File: src/rtl/hazard_stall_controller_pkg.sv
// ============================================================================
// hazard_pkg : shared enums and default latencies for the hazard/stall block
// Rev 1.0 - initial release
// ============================================================================
`default_nettype none

package hazard_pkg;

  typedef enum logic [1:0] {
    CAUSE_NONE     = 2'd0,
    CAUSE_LOAD_USE = 2'd1,
    CAUSE_COP0     = 2'd2,
    CAUSE_MULDIV   = 2'd3
  } stall_cause_t;

  typedef enum logic [1:0] {
    MD_IDLE = 2'd0,
    MD_BUSY = 2'd1,
    MD_DONE = 2'd2
  } md_state_t;

  localparam int DEF_MUL_CYCLES = 4;
  localparam int DEF_DIV_CYCLES = 33;
  localparam int DEF_CNT_W      = 32;

endpackage

`default_nettype wire

File: src/rtl/hazard_stall_controller_if.sv
// ============================================================================
// hazard_stall_controller_if : decode/execute hazard inputs and stall outputs
// Rev 1.0 - initial release
// ============================================================================
`default_nettype none

interface hazard_stall_controller_if #(
  parameter int CNT_W = 32
);
  logic             d_valid;
  logic [4:0]       d_rs;
  logic [4:0]       d_rt;
  logic             d_use_rs;
  logic             d_use_rt;
  logic             d_use_hilo;
  logic             d_use_cop0;
  logic             e_valid;
  logic [4:0]       e_dest;
  logic             e_write_reg;
  logic             e_is_load;
  logic             e_write_cop0;
  logic             md_start;
  logic             md_is_div;
  logic             flush;
  logic             stall_f;
  logic             stall_d;
  logic             bubble_e;
  logic [1:0]       stall_cause;
  logic             md_busy;
  logic             md_done;
  logic [CNT_W-1:0] perf_stall_cnt;

  modport master (
    output d_valid, d_rs, d_rt, d_use_rs, d_use_rt, d_use_hilo, d_use_cop0,
    output e_valid, e_dest, e_write_reg, e_is_load, e_write_cop0,
    output md_start, md_is_div, flush,
    input  stall_f, stall_d, bubble_e, stall_cause, md_busy, md_done,
    input  perf_stall_cnt
  );

  modport slave (
    input  d_valid, d_rs, d_rt, d_use_rs, d_use_rt, d_use_hilo, d_use_cop0,
    input  e_valid, e_dest, e_write_reg, e_is_load, e_write_cop0,
    input  md_start, md_is_div, flush,
    output stall_f, stall_d, bubble_e, stall_cause, md_busy, md_done,
    output perf_stall_cnt
  );
endinterface

`default_nettype wire

File: src/rtl/hazard_stall_controller_md_busy_tracker.sv
// ============================================================================
// md_busy_tracker : mul/div occupancy FSM with down-counter, registered outputs
// Rev 1.0 - initial release
// ============================================================================
`default_nettype none

module md_busy_tracker
  import hazard_pkg::*;
#(
  parameter int MUL_CYCLES = DEF_MUL_CYCLES,
  parameter int DIV_CYCLES = DEF_DIV_CYCLES
) (
  input  wire  clk,
  input  wire  rst_n,
  input  wire  start,
  input  wire  is_div,
  input  wire  flush,
  output logic busy,
  output logic done
);

  localparam int MAX_CYCLES = (DIV_CYCLES > MUL_CYCLES) ? DIV_CYCLES : MUL_CYCLES;
  localparam int CW         = (MAX_CYCLES > 1) ? $clog2(MAX_CYCLES) : 1;
  localparam logic [CW-1:0] MUL_LOAD = CW'(MUL_CYCLES - 1);
  localparam logic [CW-1:0] DIV_LOAD = CW'(DIV_CYCLES - 1);

  md_state_t     state_q;
  logic [CW-1:0] cnt_q;
  logic          busy_q;
  logic          done_q;
  logic          w_launch;
  logic [CW-1:0] w_load;

  assign w_launch = start && !flush;
  assign w_load   = is_div ? DIV_LOAD : MUL_LOAD;

  // Counter holds remaining BUSY cycles; leaving at cnt==1 puts DONE exactly N cycles after start.
  always_ff @(posedge clk or negedge rst_n) begin
    if (!rst_n) begin
      state_q <= MD_IDLE;
      cnt_q   <= '0;
      busy_q  <= 1'b0;
      done_q  <= 1'b0;
    end else begin
      case (state_q)
        MD_IDLE, MD_DONE: begin
          if (w_launch) begin
            cnt_q <= w_load;
            if (w_load == '0) begin
              state_q <= MD_DONE;
              busy_q  <= 1'b0;
              done_q  <= 1'b1;
            end else begin
              state_q <= MD_BUSY;
              busy_q  <= 1'b1;
              done_q  <= 1'b0;
            end
          end else begin
            state_q <= MD_IDLE;
            busy_q  <= 1'b0;
            done_q  <= 1'b0;
          end
        end
        MD_BUSY: begin
          cnt_q <= cnt_q - 1'b1;
          if (cnt_q <= CW'(1)) begin
            state_q <= MD_DONE;
            busy_q  <= 1'b0;
            done_q  <= 1'b1;
          end else begin
            busy_q  <= 1'b1;
            done_q  <= 1'b0;
          end
        end
        default: begin
          state_q <= MD_IDLE;
          busy_q  <= 1'b0;
          done_q  <= 1'b0;
        end
      endcase
    end
  end

  assign busy = busy_q;
  assign done = done_q;

  a_no_start_while_busy: assert property (
    @(posedge clk) disable iff (!rst_n) !(w_launch && state_q == MD_BUSY)
  );

endmodule

`default_nettype wire

File: src/rtl/hazard_stall_controller.sv
// ============================================================================
// hazard_stall_controller : load-use / COP0 / HI-LO stall generation + perf count
// Rev 1.0 - initial release
// ============================================================================
`default_nettype none

module hazard_stall_controller
  import hazard_pkg::*;
#(
  parameter int MUL_CYCLES = DEF_MUL_CYCLES,
  parameter int DIV_CYCLES = DEF_DIV_CYCLES,
  parameter int CNT_W      = DEF_CNT_W
) (
  input wire clk,
  input wire rst_n,
  hazard_stall_controller_if.slave bus
);

  logic             w_rs_hit;
  logic             w_rt_hit;
  logic             w_load_use;
  logic             w_cop0_h;
  logic             w_md_h;
  logic             w_stall;
  logic             w_md_busy;
  logic             w_md_done;
  stall_cause_t     w_cause;
  logic [CNT_W-1:0] perf_q;
  logic [CNT_W-1:0] perf_d;

  md_busy_tracker #(
    .MUL_CYCLES (MUL_CYCLES),
    .DIV_CYCLES (DIV_CYCLES)
  ) u_md_busy_tracker (
    .clk    (clk),
    .rst_n  (rst_n),
    .start  (bus.md_start),
    .is_div (bus.md_is_div),
    .flush  (bus.flush),
    .busy   (w_md_busy),
    .done   (w_md_done)
  );

  always_comb begin
    w_rs_hit   = bus.d_use_rs && (bus.d_rs == bus.e_dest);
    w_rt_hit   = bus.d_use_rt && (bus.d_rt == bus.e_dest);
    w_load_use = bus.d_valid && bus.e_valid && bus.e_is_load && bus.e_write_reg
                 && (bus.e_dest != 5'd0) && (w_rs_hit || w_rt_hit);
    w_cop0_h   = bus.d_valid && bus.e_valid && bus.e_write_cop0 && bus.d_use_cop0;
    // A mul/div launched this cycle is already visible to a HI/LO reader in decode.
    w_md_h     = bus.d_valid && bus.d_use_hilo
                 && (w_md_busy || (bus.md_start && !bus.flush));
    w_cause    = CAUSE_NONE;
    if (!bus.flush) begin
      if (w_load_use) begin
        w_cause = CAUSE_LOAD_USE;
      end else if (w_cop0_h) begin
        w_cause = CAUSE_COP0;
      end else if (w_md_h) begin
        w_cause = CAUSE_MULDIV;
      end
    end
    w_stall = (w_cause != CAUSE_NONE);
  end

  always_comb begin
    perf_d = perf_q;
    if (w_stall && (perf_q != {CNT_W{1'b1}})) begin
      perf_d = perf_q + 1'b1;
    end
  end

  always_ff @(posedge clk or negedge rst_n) begin
    if (!rst_n) begin
      perf_q <= '0;
    end else begin
      perf_q <= perf_d;
    end
  end

  assign bus.stall_f        = w_stall;
  assign bus.stall_d        = w_stall;
  assign bus.bubble_e       = w_stall;
  assign bus.stall_cause    = w_cause;
  assign bus.md_busy        = w_md_busy;
  assign bus.md_done        = w_md_done;
  assign bus.perf_stall_cnt = perf_q;

endmodule

`default_nettype wire

File: src/flat_wrapper.sv
// flat-port wrapper written by rule: the top's interface ports become plain ports
module hazard_stall_controller_flat import hazard_pkg::*;
#(
  parameter int MUL_CYCLES = DEF_MUL_CYCLES,
  parameter int DIV_CYCLES = DEF_DIV_CYCLES,
  parameter int CNT_W      = DEF_CNT_W
)
  (clk, rst_n, bus_d_valid, bus_d_rs, bus_d_rt, bus_d_use_rs, bus_d_use_rt, bus_d_use_hilo, bus_d_use_cop0, bus_e_valid, bus_e_dest, bus_e_write_reg, bus_e_is_load, bus_e_write_cop0, bus_md_start, bus_md_is_div, bus_flush, bus_stall_f, bus_stall_d, bus_bubble_e, bus_stall_cause, bus_md_busy, bus_md_done, bus_perf_stall_cnt);
  hazard_stall_controller_if #(.CNT_W(CNT_W)) bus_i ();
  input wire clk;
  input wire rst_n;
  input wire logic [$bits(bus_i.d_valid)-1:0] bus_d_valid;
  input wire logic [$bits(bus_i.d_rs)-1:0] bus_d_rs;
  input wire logic [$bits(bus_i.d_rt)-1:0] bus_d_rt;
  input wire logic [$bits(bus_i.d_use_rs)-1:0] bus_d_use_rs;
  input wire logic [$bits(bus_i.d_use_rt)-1:0] bus_d_use_rt;
  input wire logic [$bits(bus_i.d_use_hilo)-1:0] bus_d_use_hilo;
  input wire logic [$bits(bus_i.d_use_cop0)-1:0] bus_d_use_cop0;
  input wire logic [$bits(bus_i.e_valid)-1:0] bus_e_valid;
  input wire logic [$bits(bus_i.e_dest)-1:0] bus_e_dest;
  input wire logic [$bits(bus_i.e_write_reg)-1:0] bus_e_write_reg;
  input wire logic [$bits(bus_i.e_is_load)-1:0] bus_e_is_load;
  input wire logic [$bits(bus_i.e_write_cop0)-1:0] bus_e_write_cop0;
  input wire logic [$bits(bus_i.md_start)-1:0] bus_md_start;
  input wire logic [$bits(bus_i.md_is_div)-1:0] bus_md_is_div;
  input wire logic [$bits(bus_i.flush)-1:0] bus_flush;
  output wire logic [$bits(bus_i.stall_f)-1:0] bus_stall_f;
  output wire logic [$bits(bus_i.stall_d)-1:0] bus_stall_d;
  output wire logic [$bits(bus_i.bubble_e)-1:0] bus_bubble_e;
  output wire logic [$bits(bus_i.stall_cause)-1:0] bus_stall_cause;
  output wire logic [$bits(bus_i.md_busy)-1:0] bus_md_busy;
  output wire logic [$bits(bus_i.md_done)-1:0] bus_md_done;
  output wire logic [$bits(bus_i.perf_stall_cnt)-1:0] bus_perf_stall_cnt;
  assign bus_i.d_valid = bus_d_valid;
  assign bus_i.d_rs = bus_d_rs;
  assign bus_i.d_rt = bus_d_rt;
  assign bus_i.d_use_rs = bus_d_use_rs;
  assign bus_i.d_use_rt = bus_d_use_rt;
  assign bus_i.d_use_hilo = bus_d_use_hilo;
  assign bus_i.d_use_cop0 = bus_d_use_cop0;
  assign bus_i.e_valid = bus_e_valid;
  assign bus_i.e_dest = bus_e_dest;
  assign bus_i.e_write_reg = bus_e_write_reg;
  assign bus_i.e_is_load = bus_e_is_load;
  assign bus_i.e_write_cop0 = bus_e_write_cop0;
  assign bus_i.md_start = bus_md_start;
  assign bus_i.md_is_div = bus_md_is_div;
  assign bus_i.flush = bus_flush;
  assign bus_stall_f = bus_i.stall_f;
  assign bus_stall_d = bus_i.stall_d;
  assign bus_bubble_e = bus_i.bubble_e;
  assign bus_stall_cause = bus_i.stall_cause;
  assign bus_md_busy = bus_i.md_busy;
  assign bus_md_done = bus_i.md_done;
  assign bus_perf_stall_cnt = bus_i.perf_stall_cnt;
  hazard_stall_controller #(.MUL_CYCLES(MUL_CYCLES), .DIV_CYCLES(DIV_CYCLES), .CNT_W(CNT_W)) u_core (.clk(clk), .rst_n(rst_n), .bus(bus_i));
endmodule
File: config.mk
export PLATFORM = sky130hd
export DESIGN_NAME = hazard_stall_controller_flat
export DESIGN_NICKNAME = d
export VERILOG_FILES = /design/src/rtl/hazard_stall_controller_pkg.sv /design/src/rtl/hazard_stall_controller_if.sv /design/src/rtl/hazard_stall_controller_md_busy_tracker.sv /design/src/rtl/hazard_stall_controller.sv /design/src/flat_wrapper.sv
export SDC_FILE = /design/constraint.sdc
export NUM_CORES = 1
export LEC_CHECK = 0
export CAP_MARGIN = 20
export CORE_MARGIN = 5
export CORE_UTILIZATION = 47
export CTS_CLUSTER_DIAMETER = 200
export DETAILED_ROUTE_END_ITERATION = 10
export PLACE_DENSITY = 0.88
export SYNTH_ARGS = -nofsm -noshare
export SYNTH_HDL_FRONTEND = slang
export SYNTH_HIERARCHICAL = 1
export SYNTH_SLANG_ARGS = --single-unit
File: constraint.sdc
create_clock -name clk -period 2.6 [get_ports clk]
set_clock_uncertainty 0.05 [all_clocks]
set_input_delay 0.65 -clock clk [delete_from_list [all_inputs] [get_ports clk]]
set_output_delay 0.65 -clock clk [all_outputs]
set_load 0.1 [all_outputs]
==> results.ini <==
[setup_path]
crit_arrival_ns=1.89
critPathKind=in2out
end_kind=primary output
path_max_fanout=2
required_ns=1.90
startpoint_type=input port

[logic_synthesis]
ys.warnings.count=6
synth_edf_count=0
synth_seq_cells=42
synth_ff_type=dfrtp_1
synth_cell_types=44
synth_area_per_cell_um2=10.3
syn_nets=255
syn_inst=223
ys_seq_area_share_pct=45.9
syn_area_mm2=0.00229
async_reset_ff_share_pct=100

[finish]
design_area_mm2=0.00329
nFillCells=341
num_antenna_cells=0
syn_to_final_growth_pct=43.8
final_util_pct=69.7
mostFrequentLayoutCells=49 x buf_4, 39 x dfrtp_1, 25 x xor2_1, 21 x nor2_1, 14 x nand2_1
drive_gt1_share_pct=36.5
seqCellArea_mm2=0.00106
nNetsFinal=336
final_common_cell=buf_4
multi_input_area_mm2=0.00128

[drt]
drt_pre_antenna_iters=4
via_per_inst=5.27
drtIter0Drc=60
antenna_left=0
wl_per_cell_um=16.2
wl_um=6000
vias=1955
drc=0

[timing]
timing.final.max_slew_violations=0
slew_headroom_pct=65.2
hold_ws_ns=0.210
max_freq_mhz=386
worst_pin_slew_ns=0.518
hold_viol_final=0
setup_slack_ns=0.00748
rsz0062_at_grt=yes
fin_crit_sh_pct=99.7
finalSetupViolations=0
tns_ns=0
period_needed_ns=2.59

[clocking]
clockBufferDepth=2
cts_tree=done
root_buffer=clkbuf_8
cts.clk_slew.worst_paths_ns=0.08
cts_buffers=5
htreeDepth=2
cts_num_sinks=42
clk_latency_ns=0.29

[die]
core_mm2=0.00472
die_y_um=79.8
ios=68
start_util_pct=48.5
die-area_mm2=0.00637
row_count=25
die_w_um=79.8

[pwr]
p_leak_uw=0.00163
p_per_area_mw_per_mm2=488
irDropWorstVdd_mv=0.929

[placement]
placed_area_mm2=0.00308
gp_congestion=0.809
port_buffers=67
dp_hpwl_um=4200
post-place-ws_ns=-0.333

[global_route]
antenna_found_initial=0
grt_pass1_wl_um=9630
first_global_vias=2021
track_usage_pct=19.3
overflow=0
grt_max_degree=31

[job]
cap_violations=0

[outcome]
status=finished clean

[hold_path]
min_path_type=in2async

## worst paths after layout
kind / start / endpoint / slack [ns] / cells past startpoint
worst max-delay path: bus_d_rs[0] / bus_stall_cause[0] / 0.007 / 7
worst min-delay path: rst_n / u_core/bus.perf_stall_cnt[18] / 0.21 / 1
worst max register to register: u_core/bus.perf_stall_cnt[22] / u_core/bus.perf_stall_cnt[1] / 0.50 / 6
worst min register to register: u_core/bus.perf_stall_cnt[25] / u_core/bus.perf_stall_cnt[25] / 0.45 / 1
max in group asynchronous: rst_n / u_core/bus.perf_stall_cnt[1] / 1.74 / 2
min in group clk: u_core/bus.perf_stall_cnt[25] / u_core/bus.perf_stall_cnt[25] / 0.45 / 1
## kinds of logic after synthesis
| logic type | share of synthesized area [%] |
|---|---|
| buffers and inverters | 3.66 |
| XOR/XNOR | 15.3 |
| adder cells (fa/ha/maj) | 1.64 |
| AO/OA/AOI/OAI | 6.50 |
| AND/OR/NAND/NOR | 26.5 |
| flip-flops | 45.9 |
| multiplexers | 0.492 |
## metal layers
layer	part of all wire [%]	up-vias	routed length, um	GRT usage [%]
met5	0	-	0	0
met4	2.2	0	133	5.91
met3	3.9	16	236	4.06
met2	54	46	3250	34.5
met1	40	948	2390	23.3
li1	-	945	-	-
## per-stage QoR
step	total power (uW)	cells
2_1_floorplan	948	223
6_report	1610	371
3_5_place_dp	1080	361
3_3_place_gp	1070	361
4_1_cts	1600	370
5_1_grt	1690	371
## worst max-delay path, cell delays in order
cell	delay (ns)
clkdlybuf4s15_1	0.18
xnor2_1	0.16
nand4_1	0.22
o22ai_2	0.25
nand2_2	0.09
a21oi_4	0.15
buf_12	0.19
## area by class of cell
| class | count | area share, % |
|---|---|---|
| multi-input combinational | 166 | 39.0 |
| clock buffer | 6 | 2.51 |
| clock inverter | 1 | 0.912 |
| inverter | 8 | 1.03 |
| timing repair buffer | 81 | 21.9 |
| tap | 67 | 2.55 |
| sequential | 42 | 32.1 |
## sequential cells by signal (all words and copies together) (netlist names)
name and cells:
u_core/bus.perf_stall_cnt 32, u_core/u_md_busy_tracker/busy 1, u_core/u_md_busy_tracker/cnt_q 6, u_core/u_md_busy_tracker/done 1
u_core/u_md_busy_tracker/state_q 2
## where the power goes
group	total [uW]	internal (uW)	switching, uW
sequential	705	677	28.1
combinational	381	121	260
clock	519	307	212
total	1610	1110	501
## synthesized netlist by cell type (3+ instances only)
library cell   n  area (um2)
nand3_1       12        60.1
o211ai_1       3        22.5
inv_1          8        30.0
nor2_1        21        78.8
a21oi_1        3        15.0
o21ai_0        3        15.0
nor3_1         9        45.0
nand2b_1       4        25.0
and3_1         3        18.8
nand4_1       11        68.8
nor4_2         3        37.5
ha_1           3        37.5
xor2_1        25         219
nand2_1       17        63.8
xnor2_1       15         131
dfrtp_1       42        1050
nor4_1         3        18.8
buf_4          3        22.5
## repair_timing
item | 4_1_cts | 5_1_grt
setup buffers | 2 | 1
resized for setup | 68 | 24
pin swaps | 23 | 17
hold buffers | 0 | 0
gates cloned | 0 | 0
setup endpoints to repair | 5 | 5
No activity file was read; power rests on OpenSTA's default activity.
